**src/rtl/qmeas_pkg.sv**
```systemverilog
// Shared types and helpers for the charge-measurement front end.
// Provides the FSM state encoding and the APPLY-to-ready latency formula.
package qmeas_pkg;

   typedef enum logic [2:0] {
      ST_IDLE,
      ST_APPLY,
      ST_SETTLE,
      ST_SAMPLE,
      ST_CONVERT,
      ST_ACCUM,
      ST_DONE
   } state_t;

   // Cycles from entering APPLY through the DONE cycle, inclusive.
   function automatic int meas_latency(
      input int bus_width,
      input int settle_cycles,
      input int avg_log2
   );
      return 1 + settle_cycles + (1 << avg_log2) * (bus_width + 2) + 1;
   endfunction

endpackage

```
**src/rtl/qmeas_frontend_sar_core.sv**
```systemverilog
// Successive-approximation register: one-hot bit pointer walking MSB to LSB.
// Ports: clk, rst (sync, active-high), start (load MSB trial), cmp_in
//        (1 = held input >= trial) -> trial (comparator DAC code),
//        done (high during the LSB step), result (final code, held).
module sar_core #(
   parameter int WIDTH = 10
) (
   input  logic             clk,
   input  logic             rst,
   input  logic             start,
   input  logic             cmp_in,
   output logic [WIDTH-1:0] trial,
   output logic             done,
   output logic [WIDTH-1:0] result
);

   localparam logic [WIDTH-1:0] MSB = WIDTH'(1) << (WIDTH - 1);

   logic [WIDTH-1:0] r_ptr;
   logic [WIDTH-1:0] r_trial;
   logic [WIDTH-1:0] r_result;
   logic [WIDTH-1:0] w_keep;

   // Resolve the bit under test: keep it only if the comparator says
   // the held input is at or above the trial code.
   always_comb begin
      w_keep = cmp_in ? r_trial : (r_trial & ~r_ptr);
   end

   always_ff @(posedge clk) begin
      if (rst) begin
         r_ptr    <= '0;
         r_trial  <= '0;
         r_result <= '0;
      end else if (start) begin
         r_ptr   <= MSB;
         r_trial <= MSB;
      end else if (|r_ptr) begin
         r_ptr   <= r_ptr >> 1;
         r_trial <= w_keep | (r_ptr >> 1);
         if (r_ptr[0]) begin
            r_result <= w_keep;
         end
      end
   end

   assign trial  = r_trial;
   assign done   = r_ptr[0];
   assign result = r_result;

endmodule

```
**src/rtl/qmeas_frontend.sv**
```systemverilog
// Measurement responder: latches i_ref onto the current DAC, waits to
// settle, averages 2**AVG_LOG2 SAR conversions and pulses ready.
// Ports: clk, rst (sync, active-high), en (run measurements),
//        i_ref (reference code), cmp_in (SAR comparator) ->
//        dac_drive, sar_dac, sample (1 = track), q_measured, ready.
module qmeas_frontend
   import qmeas_pkg::*;
#(
   parameter int BUS_WIDTH     = 10,
   parameter int SETTLE_CYCLES = 16,
   parameter int AVG_LOG2      = 2
) (
   input  logic                 clk,
   input  logic                 rst,
   input  logic                 en,
   input  logic [BUS_WIDTH-1:0] i_ref,
   input  logic                 cmp_in,
   output logic [BUS_WIDTH-1:0] dac_drive,
   output logic [BUS_WIDTH-1:0] sar_dac,
   output logic                 sample,
   output logic [BUS_WIDTH-1:0] q_measured,
   output logic                 ready
);

   localparam int SW = $clog2(SETTLE_CYCLES + 1);
   localparam int CW = AVG_LOG2 + 1;
   localparam int AW = BUS_WIDTH + AVG_LOG2;

   localparam logic [SW-1:0] SETTLE_LAST = SW'(SETTLE_CYCLES - 1);
   localparam logic [CW-1:0] CONV_LAST   = CW'((1 << AVG_LOG2) - 1);

   state_t               r_state;
   logic [SW-1:0]        r_settle_cnt;
   logic [CW-1:0]        r_conv_cnt;
   logic [AW-1:0]        r_acc;
   logic [BUS_WIDTH-1:0] r_dac_drive;
   logic                 r_sample;
   logic [BUS_WIDTH-1:0] r_q;
   logic                 r_ready;

   logic                 w_sar_start;
   logic                 w_sar_done;
   logic [BUS_WIDTH-1:0] w_sar_result;
   logic [AW-1:0]        w_acc_next;

   // The SAR loads its MSB trial on the edge that leaves SAMPLE.
   assign w_sar_start = (r_state == ST_SAMPLE);
   assign w_acc_next  = r_acc + AW'(w_sar_result);

   sar_core #(
      .WIDTH (BUS_WIDTH)
   ) u_sar (
      .clk    (clk),
      .rst    (rst),
      .start  (w_sar_start),
      .cmp_in (cmp_in),
      .trial  (sar_dac),
      .done   (w_sar_done),
      .result (w_sar_result)
   );

   always_ff @(posedge clk) begin
      if (rst) begin
         r_state      <= ST_IDLE;
         r_settle_cnt <= '0;
         r_conv_cnt   <= '0;
         r_acc        <= '0;
         r_dac_drive  <= '0;
         r_sample     <= 1'b0;
         r_q          <= '0;
         r_ready      <= 1'b0;
      end else begin
         r_sample <= 1'b0;
         r_ready  <= 1'b0;
         unique case (r_state)
            ST_IDLE: begin
               if (en) begin
                  r_state <= ST_APPLY;
               end
            end
            ST_APPLY: begin
               r_dac_drive  <= i_ref;
               r_settle_cnt <= '0;
               r_state      <= ST_SETTLE;
            end
            ST_SETTLE: begin
               if (r_settle_cnt == SETTLE_LAST) begin
                  r_sample <= 1'b1;
                  r_state  <= ST_SAMPLE;
               end else begin
                  r_settle_cnt <= r_settle_cnt + 1'b1;
               end
            end
            ST_SAMPLE: begin
               r_state <= ST_CONVERT;
            end
            ST_CONVERT: begin
               // done marks the LSB step; the result register is
               // final from the next cycle on.
               if (w_sar_done) begin
                  r_state <= ST_ACCUM;
               end
            end
            ST_ACCUM: begin
               r_acc <= w_acc_next;
               if (r_conv_cnt == CONV_LAST) begin
                  // Publish the average as DONE is entered so that
                  // q_measured is already valid while ready is high.
                  r_q     <= w_acc_next[AW-1:AVG_LOG2];
                  r_ready <= 1'b1;
                  r_state <= ST_DONE;
               end else begin
                  r_conv_cnt <= r_conv_cnt + 1'b1;
                  r_sample   <= 1'b1;
                  r_state    <= ST_SAMPLE;
               end
            end
            ST_DONE: begin
               r_acc      <= '0;
               r_conv_cnt <= '0;
               r_state    <= en ? ST_APPLY : ST_IDLE;
            end
            default: begin
               r_state <= ST_IDLE;
            end
         endcase
      end
   end

   assign dac_drive  = r_dac_drive;
   assign sample     = r_sample;
   assign q_measured = r_q;
   assign ready      = r_ready;

endmodule

```
**config.mk**
```make
export PLATFORM = sky130hd
export DESIGN_NAME = qmeas_frontend
export DESIGN_NICKNAME = d
export VERILOG_FILES = /design/src/rtl/qmeas_pkg.sv /design/src/rtl/qmeas_frontend_sar_core.sv /design/src/rtl/qmeas_frontend.sv
export SDC_FILE = /design/constraint.sdc
export NUM_CORES = 1
export LEC_CHECK = 0
export CORE_ASPECT_RATIO = 0.7
export CORE_MARGIN = 10
export CORE_UTILIZATION = 45
export CTS_BUF_LIST = sky130_fd_sc_hd__clkbuf_4 sky130_fd_sc_hd__clkbuf_8 sky130_fd_sc_hd__clkbuf_16
export DETAILED_ROUTE_END_ITERATION = 10
export GPL_TIMING_DRIVEN = 0
export PLACE_DENSITY_LB_ADDON = 0.2
export REMOVE_ABC_BUFFERS = 1
export SLEW_MARGIN = 20
export SYNTH_ARGS = -nofsm -noshare
export SYNTH_HDL_FRONTEND = slang
export SYNTH_SLANG_ARGS = --single-unit
```
**constraint.sdc**
```tcl
create_clock -name clk -period 1.8 [get_ports clk]
set_input_delay 0.27 -clock clk [delete_from_list [all_inputs] [get_ports clk]]
set_output_delay 0.27 -clock clk [all_outputs]
set_load 0.03 [all_outputs]
```
==> results.json <==
{
  "start_util_pct": 47.4,
  "power_density_mw_per_mm2": 813,
  "overflow": 0,
  "max_freq_mhz": 505,
  "nets": 473,
  "synth_cells": 399,
  "worstRegToRegCells": 8,
  "drive_gt1_share_pct": 15.8,
  "hold_path_depth": 2,
  "post-dp-hpwl_um": 5440,
  "worstPathArrival_ns": 2.29,
  "final_area_mm2": 0.00425,
  "dieArea_mm2": 0.0112,
  "diodes": 0,
  "path_clk_slew_ns": 0.09,
  "setup_ws_ns": -0.181,
  "synth.distinct_cells": 51,
  "period_share_pct": 110,
  "antenna_found_initial": 0,
  "critical_path_class": "reg2reg",
  "drcViolationCount": 0,
  "synthArstFlopShare_pct": 0,
  "ioPinCount": 46,
  "cts-htree-levels": 3,
  "area_delta_synth_final_pct": 28.9,
  "ys_seq_elements": 75,
  "cp.depth": 8,
  "wire_per_inst_um": 14.9,
  "finalMaxSlewViolations": 0,
  "grtUsageTotal_pct": 14.6,
  "cp_top_family": "simple AND/OR/NAND/NOR gates",
  "cp.required_ns": 2.11,
  "core-area_mm2": 0.00694,
  "vias_per_cell": 5.33,
  "finalHoldViolations": 0,
  "die_y_um": 91.6,
  "wl_um": 8090,
  "dp_slack_ns": -0.257,
  "numPlacedInstances": 519,
  "slew_headroom_pct": 63.7,
  "cts_buffers": 9,
  "firstDrtPassIters": 5,
  "drv_cap": 0,
  "outcome": "finished with violations",
  "cp-end-kind": "register",
  "layout.cells.non_filler": 543,
  "failed_checks": "negative setup slack",
  "critPathMaxFanout": 4,
  "fin_total_pwr_uw": 3460,
  "cts_sinks": 75,
  "hold_class": "in2reg",
  "ys.flop_type": "dfxtp_1",
  "io_buffers": 45,
  "postCtsHoldBufs": 0,
  "cts-root-buf": "clkbuf_8",
  "rows": 25,
  "cp-start-kind": "register",
  "slowest_delay_ns": 0.41,
  "clock_latency_ns": 0.37,
  "gp_congestion": 0.861,
  "cp.buffers_inverters": 1,
  "cellLeakagePower_uw": 0.00151,
  "cpMaxStageDelayCell": "or4_1",
  "dieWidth_um": 122,
  "synth-edff-count": 0,
  "cts_buffer_depth": 2,
  "tightestPinTransition_ns": 0.544,
  "first_global_vias": 2698,
  "syn_area_per_cell_um2": 8.26,
  "yosysWarnings": 0,
  "grt_pass1_wl_um": 13200,
  "fin_crit_ns": 1.98,
  "fin_skew_ns": 0.0120,
  "dpl_cell_area_mm2": 0.00379,
  "peakVddDrop_mv": 0.554,
  "antenna_left": 0,
  "grt_max_degree": 35,
  "ys_seq_area_share_pct": 45.6,
  "cts_tree": "done",
  "syn_area_mm2": 0.00329,
  "dr.first_iter.drc_count": 191,
  "rsz0062_at_grt": "yes",
  "path_cells": "ha_4 > inv_2 > fa_2 > nor2b_4 > o31a_1 > o31ai_2 > or4_1 > nand3_1",
  "setup_viol": 6,
  "vias": 2893
}
==> synthesized netlist by cell type (all sizes together) (5+ instances only) <==
cell / number / area (µm²)
nand2: 46 / 175
nor2: 55 / 206
a22oi: 7 / 52.6
nor3: 11 / 60.1
inv: 20 / 75.1
dfxtp: 75 / 1500
a21oi: 56 / 284
ha: 14 / 175
nand4: 5 / 31.3
o21ai: 21 / 105
clkbuf: 11 / 41.3
nand3: 12 / 60.1
buf: 10 / 51.3
==> stage by stage <==
stage / hold slack, ns / utilization [%] / setup TNS, ns
after floorplan: 0.339 / - / -0.253
after global placement: 0.442 / 54.3 / -85.27
after detailed placement: 0.446 / 54.6 / -3.74
after CTS: 0.329 / 58.8 / -0.781
after global routing: 0.353 / 61.2 / -1.59
final: 0.345 / 61.2 / -0.734
==> layout by cell type (no fill, tap or decap), types with 3 or more instances in the layout <==
master / n
nand4_1: 5
a21oi_1: 54
o21a_1: 3
clkdlybuf4s50_1: 44
ha_1: 6
buf_4: 7
inv_1: 19
o21ai_1: 3
ha_2: 3
and3_1: 3
a211o_1: 3
nand2_1: 43
clkbuf_8: 9
a31oi_1: 4
a22oi_1: 7
nor3_1: 9
dfxtp_1: 65
ha_4: 5
o311ai_1: 3
nor2_1: 53
o21ai_0: 18
dfxtp_2: 9
nand3_1: 12
==> final cells by class <==
type                    count  area (µm²)
fillers                   646        2700
multi-input cells         283        1790
flip-flops and latches     75        1520
repair buffers             55         549
clock buffers               9         124
well taps                  94         118
clock inverters             7        75.1
inverters                  20        75.1
==> state kept, by name, summed over array words and instances (netlist names), 5 cells and up <==
register,count
dac_drive,10
q_measured,10
r_acc,12
r_settle_cnt,5
u_sar.r_ptr,10
u_sar.result,10
u_sar.trial,10
==> cell families (layout without fill, tap and decap cells) <==
family          after synthesis  in the layout  synth area share [%]
xor+xnor                      4              4                  1.06
buf+inv                      41             91                  5.09
mux                           2              2                 0.608
flops                        75             75                  45.6
fa+ha+maj                    15             15                  5.92
compound gates              112            112                  20.8
simple gates                150            150                  20.9
==> worst paths after layout <==
kind / from / endpoint / slack [ns]
worst max-delay path: r_acc[0]$_SDFFE_PP0P_ / r_acc[8]$_SDFFE_PP0P_ / -0.18
worst min-delay path: rst / r_acc[5]$_SDFFE_PP0P_ / 0.35
worst max register to register: r_acc[0]$_SDFFE_PP0P_ / r_acc[8]$_SDFFE_PP0P_ / -0.18
worst min register to register: dac_drive[8]$_SDFFE_PP0P_ / dac_drive[8]$_SDFFE_PP0P_ / 0.45
==> power breakdown <==
group	total, µW	internal [µW]	switching [µW]
combinational	390	148	242
sequential	1750	1710	46.1
clock	1310	649	664
==> what timing repair did <==
item                       4_1_cts  5_1_grt
buffers inserted                 1        7
setup endpoints to repair       18       38
gates resized for setup         22       31
pin swaps                        3       14
==> layer usage <==
layer | track usage (%) | vias up | wire length, µm | part of all wire (%)
met2 | 21.3 | 71 | 3550 | 44
met1 | 18.3 | 1326 | 3820 | 47
met5 | 0 | - | 0 | 0
li1 | - | 1487 | - | -
met3 | 7.24 | 9 | 621 | 7.7
met4 | 4.50 | 0 | 107 | 1.3
Power figures use the tool's default switching activity.
